$ cat config.mk
export PLATFORM = sky130hd
export DESIGN_NAME = alu_frame_ctrl
export DESIGN_NICKNAME = d
export VERILOG_FILES = /design/src/rtl/alu_defs.sv /design/src/rtl/frame_timer.sv /design/src/rtl/alu_frame_ctrl.sv
export SDC_FILE = /design/constraint.sdc
export NUM_CORES = 1
export LEC_CHECK = 0
export ABC_AREA = 1
export CORE_UTILIZATION = 47
export DETAILED_ROUTE_END_ITERATION = 7
export GPL_ROUTABILITY_DRIVEN = 0
export PLACE_DENSITY = 0.79
export SLEW_MARGIN = 20
export SYNTH_ARGS = -nofsm -noshare
export SYNTH_HDL_FRONTEND = slang
export SYNTH_SLANG_ARGS = --single-unit
$ cat constraint.sdc
create_clock -name CLK -period 1.66 [get_ports CLK]
set_input_delay 0.166 -clock CLK [delete_from_list [all_inputs] [get_ports CLK]]
set_output_delay 0.166 -clock CLK [all_outputs]
set_load 0.005 [all_outputs]
$ cat src/rtl/alu_defs.sv
// Shared ALU opcode constants and frame-controller state encodings.
package alu_defs;

    localparam logic [5:0] OP_ADD = 6'b100000;
    localparam logic [5:0] OP_SUB = 6'b100010;
    localparam logic [5:0] OP_AND = 6'b100100;
    localparam logic [5:0] OP_OR  = 6'b100101;
    localparam logic [5:0] OP_XOR = 6'b100110;
    localparam logic [5:0] OP_NOR = 6'b100111;
    localparam logic [5:0] OP_SRL = 6'b000010;
    localparam logic [5:0] OP_SRA = 6'b000011;

    localparam logic [2:0] ST_WAIT_A  = 3'd0;
    localparam logic [2:0] ST_WAIT_B  = 3'd1;
    localparam logic [2:0] ST_WAIT_OP = 3'd2;
    localparam logic [2:0] ST_EXEC    = 3'd3;
    localparam logic [2:0] ST_SEND    = 3'd4;

endpackage

$ cat src/rtl/frame_timer.sv
// Inter-byte idle counter; saturates at TIMEOUT-1 and flags expiry there.
module frame_timer #(
    parameter int TIMEOUT = 1000
) (
    input  logic clk,
    input  logic reset,
    input  logic clear,
    input  logic enable,
    output logic expired
);

    localparam int            CW   = (TIMEOUT > 1) ? $clog2(TIMEOUT) : 1;
    localparam logic [CW-1:0] LAST = CW'(TIMEOUT - 1);

    logic [CW-1:0] count_q;
    logic [CW-1:0] count_d;

    assign expired = (count_q == LAST);

    always_comb begin
        count_d = count_q;
        if (clear) begin
            count_d = '0;
        end else if (enable && !expired) begin
            count_d = count_q + CW'(1);
        end
    end

    always_ff @(posedge clk) begin
        // NOTE: registers are written with <= so every flop samples pre-edge values, independent of statement order.
        if (reset) begin
            count_q <= '0;
        end else begin
            count_q <= count_d;
        end
    end

endmodule

$ cat src/rtl/alu_frame_ctrl.sv
// Collects A/B/OP byte frames, drives the ALU, and hands its result to the transmitter.
module alu_frame_ctrl
    import alu_defs::*;
#(
    parameter int SIZEDATA = 8,
    parameter int SIZEOP   = 6,
    parameter int TIMEOUT  = 1000
) (
    input  logic                CLK,
    input  logic                RESET,
    input  logic [SIZEDATA-1:0] RX_DATA,
    input  logic                RX_VALID,
    input  logic [SIZEDATA-1:0] RESULT,
    output logic [SIZEDATA-1:0] DATOA,
    output logic [SIZEDATA-1:0] DATOB,
    output logic [SIZEOP-1:0]   OPCODE,
    output logic [SIZEDATA-1:0] TX_DATA,
    output logic                TX_START,
    input  logic                TX_READY,
    output logic                BUSY,
    output logic                OVERRUN,
    output logic                TIMEOUT_ERR
);

    logic [2:0]          state_q, state_d;
    logic [SIZEDATA-1:0] data_a_q, data_a_d;
    logic [SIZEDATA-1:0] data_b_q, data_b_d;
    logic [SIZEOP-1:0]   opcode_q, opcode_d;
    logic [SIZEDATA-1:0] tx_data_q, tx_data_d;
    logic                overrun_q, overrun_d;
    logic                timeout_err_q, timeout_err_d;
    logic                in_gap, rx_accept, expired;

    assign in_gap    = (state_q == ST_WAIT_B) || (state_q == ST_WAIT_OP);
    assign rx_accept = RX_VALID && (in_gap || (state_q == ST_WAIT_A));

    frame_timer #(.TIMEOUT(TIMEOUT)) u_frame_timer (
        .clk     (CLK),
        .reset   (RESET),
        .clear   (rx_accept),
        .enable  (in_gap),
        .expired (expired)
    );

    always_comb begin
        state_d       = state_q;
        data_a_d      = data_a_q;
        data_b_d      = data_b_q;
        opcode_d      = opcode_q;
        tx_data_d     = tx_data_q;
        overrun_d     = 1'b0;
        timeout_err_d = 1'b0;
        case (state_q)
            ST_WAIT_A: begin
                if (RX_VALID) begin
                    data_a_d = RX_DATA;
                    state_d  = ST_WAIT_B;
                end
            end
            ST_WAIT_B: begin
                if (RX_VALID) begin
                    data_b_d = RX_DATA;
                    state_d  = ST_WAIT_OP;
                end else if (expired) begin
                    state_d       = ST_WAIT_A;
                    timeout_err_d = 1'b1;
                end
            end
            ST_WAIT_OP: begin
                if (RX_VALID) begin
                    opcode_d = RX_DATA[SIZEOP-1:0];
                    state_d  = ST_EXEC;
                end else if (expired) begin
                    state_d       = ST_WAIT_A;
                    timeout_err_d = 1'b1;
                end
            end
            ST_EXEC: begin
                tx_data_d = RESULT;
                overrun_d = RX_VALID;
                state_d   = ST_SEND;
            end
            ST_SEND: begin
                overrun_d = RX_VALID;
                if (TX_READY) begin
                    state_d = ST_WAIT_A;
                end
            end
            default: state_d = ST_WAIT_A;
        endcase
    end

    always_ff @(posedge CLK) begin
        if (RESET) begin
            state_q       <= ST_WAIT_A;
            data_a_q      <= '0;
            data_b_q      <= '0;
            opcode_q      <= '0;
            tx_data_q     <= '0;
            overrun_q     <= 1'b0;
            timeout_err_q <= 1'b0;
        end else begin
            state_q       <= state_d;
            data_a_q      <= data_a_d;
            data_b_q      <= data_b_d;
            opcode_q      <= opcode_d;
            tx_data_q     <= tx_data_d;
            overrun_q     <= overrun_d;
            timeout_err_q <= timeout_err_d;
        end
    end

    // Start is gated by RESET so a reset landing in SEND never emits a request.
    assign TX_START    = (state_q == ST_SEND) && TX_READY && !RESET;
    assign BUSY        = (state_q != ST_WAIT_A);
    assign DATOA       = data_a_q;
    assign DATOB       = data_b_q;
    assign OPCODE      = opcode_q;
    assign TX_DATA     = tx_data_q;
    assign OVERRUN     = overrun_q;
    assign TIMEOUT_ERR = timeout_err_q;

endmodule

==> results.md <==
- Setup total negative slack on the finished layout was measured at 0 ns.
- Synthesis handed over a netlist of ~250 instances.
- The via count of the routed design is 1794.
- The number of buffers inserted by port buffering is 53.
- The via-per-instance ratio is 4.89.
- Across all setup checks in the final design, the least slack found is 0.249 ns.
- The pre-CTS setup slack is 0.0973 ns.
- From synthesis to final layout, the design area changed by 39.6%.
- After global routing the overflow that remains totals 0.
- The critical path start-end classification is reg2out.
- Summing every instance area after synthesis gives 1900 um2.
- Ranked by total cell area, the synthesized netlist is headed by sky130_fd_sc_hd__dfxtp_1 (47%), sky130_fd_sc_hd__nor2_1 (11%), sky130_fd_sc_hd__nand2_1 (7.7%).
- During synthesis, Yosys emitted a total of 0 warnings.
- The via count of the first global-routing pass is 1625.
- The HPWL after detailed placement is 3150 um.
- VDD sags by at most 572 uV.
- In this run, the combinational gates consume 17.1% of the power.
- Measured against its own limit, the worst slew margin works out to 81.4%.
- The standard cell with the maximum stage delay on the critical path is sky130_fd_sc_hd__dfxtp_1.
- The count of clock tree sinks is 45.
- Of the total power, registers draw just under 50%.
- The startpoint type of the worst setup path is a flip-flop.
- 54 I/O pins were placed.
- The clock tree root driver cell is sky130_fd_sc_hd__clkbuf_8.
- The power per standard cell area is ~900 nW/um2.
- The required arrival time at the worst endpoint is 1.49 ns.
- Clock latency on the worst-skew pair, taken at its later pin, is 0.30 ns.
- The overall routed net length is between 4000 and 5000 um.
- The analysis attributes to net switching a power of approximately 0.61 mW.
- The number of detailed-routing iterations run before antenna repair is 4.
- The setup clock skew after layout is 0.00796 ns.
- Across every metal layer, demand over resource in global routing totals 22.0%.
- Once layout is complete, the utilization of the core stands at between 70% and 80%.
- The part of the total power dissipated in the clock network is about a third.
- The initialized floorplan defines 22 standard-cell rows.
- Summing internal, switching and leakage power gives around 2.4 mW.
- After filler insertion, the fill cell instance count of the layout stands at 322.
- The x dimension of the die is roughly 66 um.
- Of all nets on the critical path, the largest fanout is 2.
- Net switching is between 20% and 30% of the power.
- The count of hold-fix buffers inserted at cts is 0.
- The clock slew seen by the registers of the worst setup and hold paths is 0.08 ns.
- STA classifies the critical path endpoint as a primary output.
- The number of inserted diodes is 0.
- The post-route clock period utilization is 85.0%.
- The die span in y is roughly 66 um.
- The minimum clock period is 1.41 ns.
- The proportion of synthesized chip area in sequential cells is 47.3%.
- The initial antenna violation count is 0.
- The hold violation count in the final report came to 0.
- The biggest area contributor in the post-synthesis netlist is sky130_fd_sc_hd__dfxtp_1.
- The initial core utilization is 50.5%.
- Hold is met by 0.452 ns.
- For this run, design rule violations remaining after detail routing come to 0.
- The floorplan step defined a core boundary enclosing 3770 um2.
- The clock passes through at most 2 buffers.
- In this run, the number of DRC markers left after iteration 0 of detailed routing was 120.
- In the final layout, the share of cells above drive strength 1 is 11.6%.
- The post-route non-filler standard cell count is ~370.
- The internal portion of the total power is between 1.5 and 2 mW.
- Setup violations remaining at the end of the flow were counted as 0.
- The die covers about 4300 um2.
- With fillers left out, the area of the finished cells amounts to roughly 2700 um2.
- The flow ran to the end, and the final reports show no timing, DRC or antenna violations.
- In this run the static leakage power is 1.11 nW.
- The tightest min-delay check is of the in2reg type.
- For the pin with the worst max-slew slack, the measured transition is around 0.28 ns.
- Setup repair after global routing left no endpoint under its margin.
- The net count after synthesis is around 280.
- The critical path goes through nor2_1, nand2_1, nor3_1, dlygate4sd2_1.
- Dividing the detail-routed wire length by the instance count gives between 10 and 15 um.
- The number of setup buffers added after CTS is 0.
- In this design, the stage delay of the slowest critical-path cell is 0.32 ns.
- The CTS tree is yes.
- The total count of max-transition violations in the final report was 0.
- For this run, the post-layout net count is 339.
- The maximum number of pins on one net before global-route repair is 23.
- The mean instance size in the synthesized netlist is between 7 and 8 um2.
- The number of storage elements in the synthesis netlist is 45.
- The number of buffers created by CTS is 5.
- The first-pass GRT wire length is about 7300 um.
- The count of antenna-violating nets left after detailed routing is 0.
- The top cell type by area accounts for 47.3% of the synthesized area.
- Max-cap violations in this run came to 0.
- The area after detailed placement is 2540 um2.
- The timing-limited maximum frequency is between 700 and 800 MHz.
- The unique cell type count in the Yosys netlist is 27.
- The deepest level of the CTS H-tree is 2.
- The number of placed instances, taps included is 359.
- At the worst endpoint, the arrival time is 1.25 ns.
cell usage in the layout, fill, tap and decap left out, types with 6 or more instances in the layout:
master | Yosys | layout
sky130_fd_sc_hd__a21oi_1 | 16 | 16
sky130_fd_sc_hd__clkdlybuf4s50_1 | 0 | 51
sky130_fd_sc_hd__o21ai_0 | 26 | 26
sky130_fd_sc_hd__inv_1 | 17 | 17
sky130_fd_sc_hd__inv_2 | 6 | 6
sky130_fd_sc_hd__dfxtp_1 | 45 | 44
sky130_fd_sc_hd__nand3_1 | 17 | 17
sky130_fd_sc_hd__nand2_1 | 39 | 39
sky130_fd_sc_hd__buf_4 | 0 | 8
sky130_fd_sc_hd__nor2_1 | 58 | 58
cell usage after synthesis (all sizes together):
cell and instances:
a211oi 1, nor4 1, xnor2 1, nand4 5, a31oi 1, nor2 61, clkbuf 4, inv 24
a21oi 16, ha 1, nand3 19, nor3 3, nand2 43, xor2 2, o21ai 27, dfxtp 45
final timing paths:
kind / end / cells after the start / startpoint / slack, ns
hold reg to reg: DATOA[7] / 2 / DATOA[7] / 0.46
hold / removal: TX_DATA[0] / 3 / RESULT[0] / 0.45
setup reg to reg: u_frame_timer.count_q[1] / 8 / u_frame_timer.count_q[1] / 0.26
setup / recovery: TX_START / 4 / state_q[0] / 0.25
sequential cells by signal, indices dropped and copies added (netlist names):
signal,count
DATOA,8
DATOB,8
OPCODE,6
OVERRUN,1
TIMEOUT_ERR,1
TX_DATA,8
state_q,3
u_frame_timer.count_q,10
what timing repair did:
action,in CTS,in global routing
endpoints found under the setup margin,2,1
cloned,0,0
resized for setup,2,1
pin swaps,0,0
final cells by class:
type	count	area (um2)	share of cell area (%)
clock inverter	3	46.3	1.74
clock buffer	5	68.8	2.59
multi-input combinational	181	896	33.7
timing repair buffer	61	592	22.3
tap	48	60.1	2.26
sequential	45	902	33.9
inverter	24	92.6	3.48
layer usage:
layer | part of all wire, % | GRT usage (%) | vias up
li1 | - | - | 950
met1 | 49 | 29.5 | 784
met2 | 45 | 34.3 | 55
met3 | 5.5 | 6.25 | 5
met4 | 0.52 | 5.71 | 0
met5 | 0 | 0 | -
critical path, delay by kind of cell, from the launching register on:
family | cells | cell delay (ns)
and+or+nand+nor | 3 | 0.38
buffers and inverters | 1 | 0.25
DFF | 1 | 0.32
power groups by stage:
stage	Clock [mW]	Sequential, mW	Combinational, mW
floorplan	0	1.19	0.188
global placement	0	1.18	0.406
detailed placement	0	1.18	0.412
CTS	0.842	1.16	0.413
global route	0.895	1.17	0.456
finish	0.824	1.16	0.409
logic make-up after synthesis:
logic type      Yosys count  share of synthesized area (%)
buf+inv                  28                           5.65
compound gates           45                           12.5
flops                    45                           47.3
xor+xnor                  3                           1.38
fa+ha+maj                 1                          0.657
simple gates            132                           32.5
Note: power is estimated with default switching activity, not from simulation.
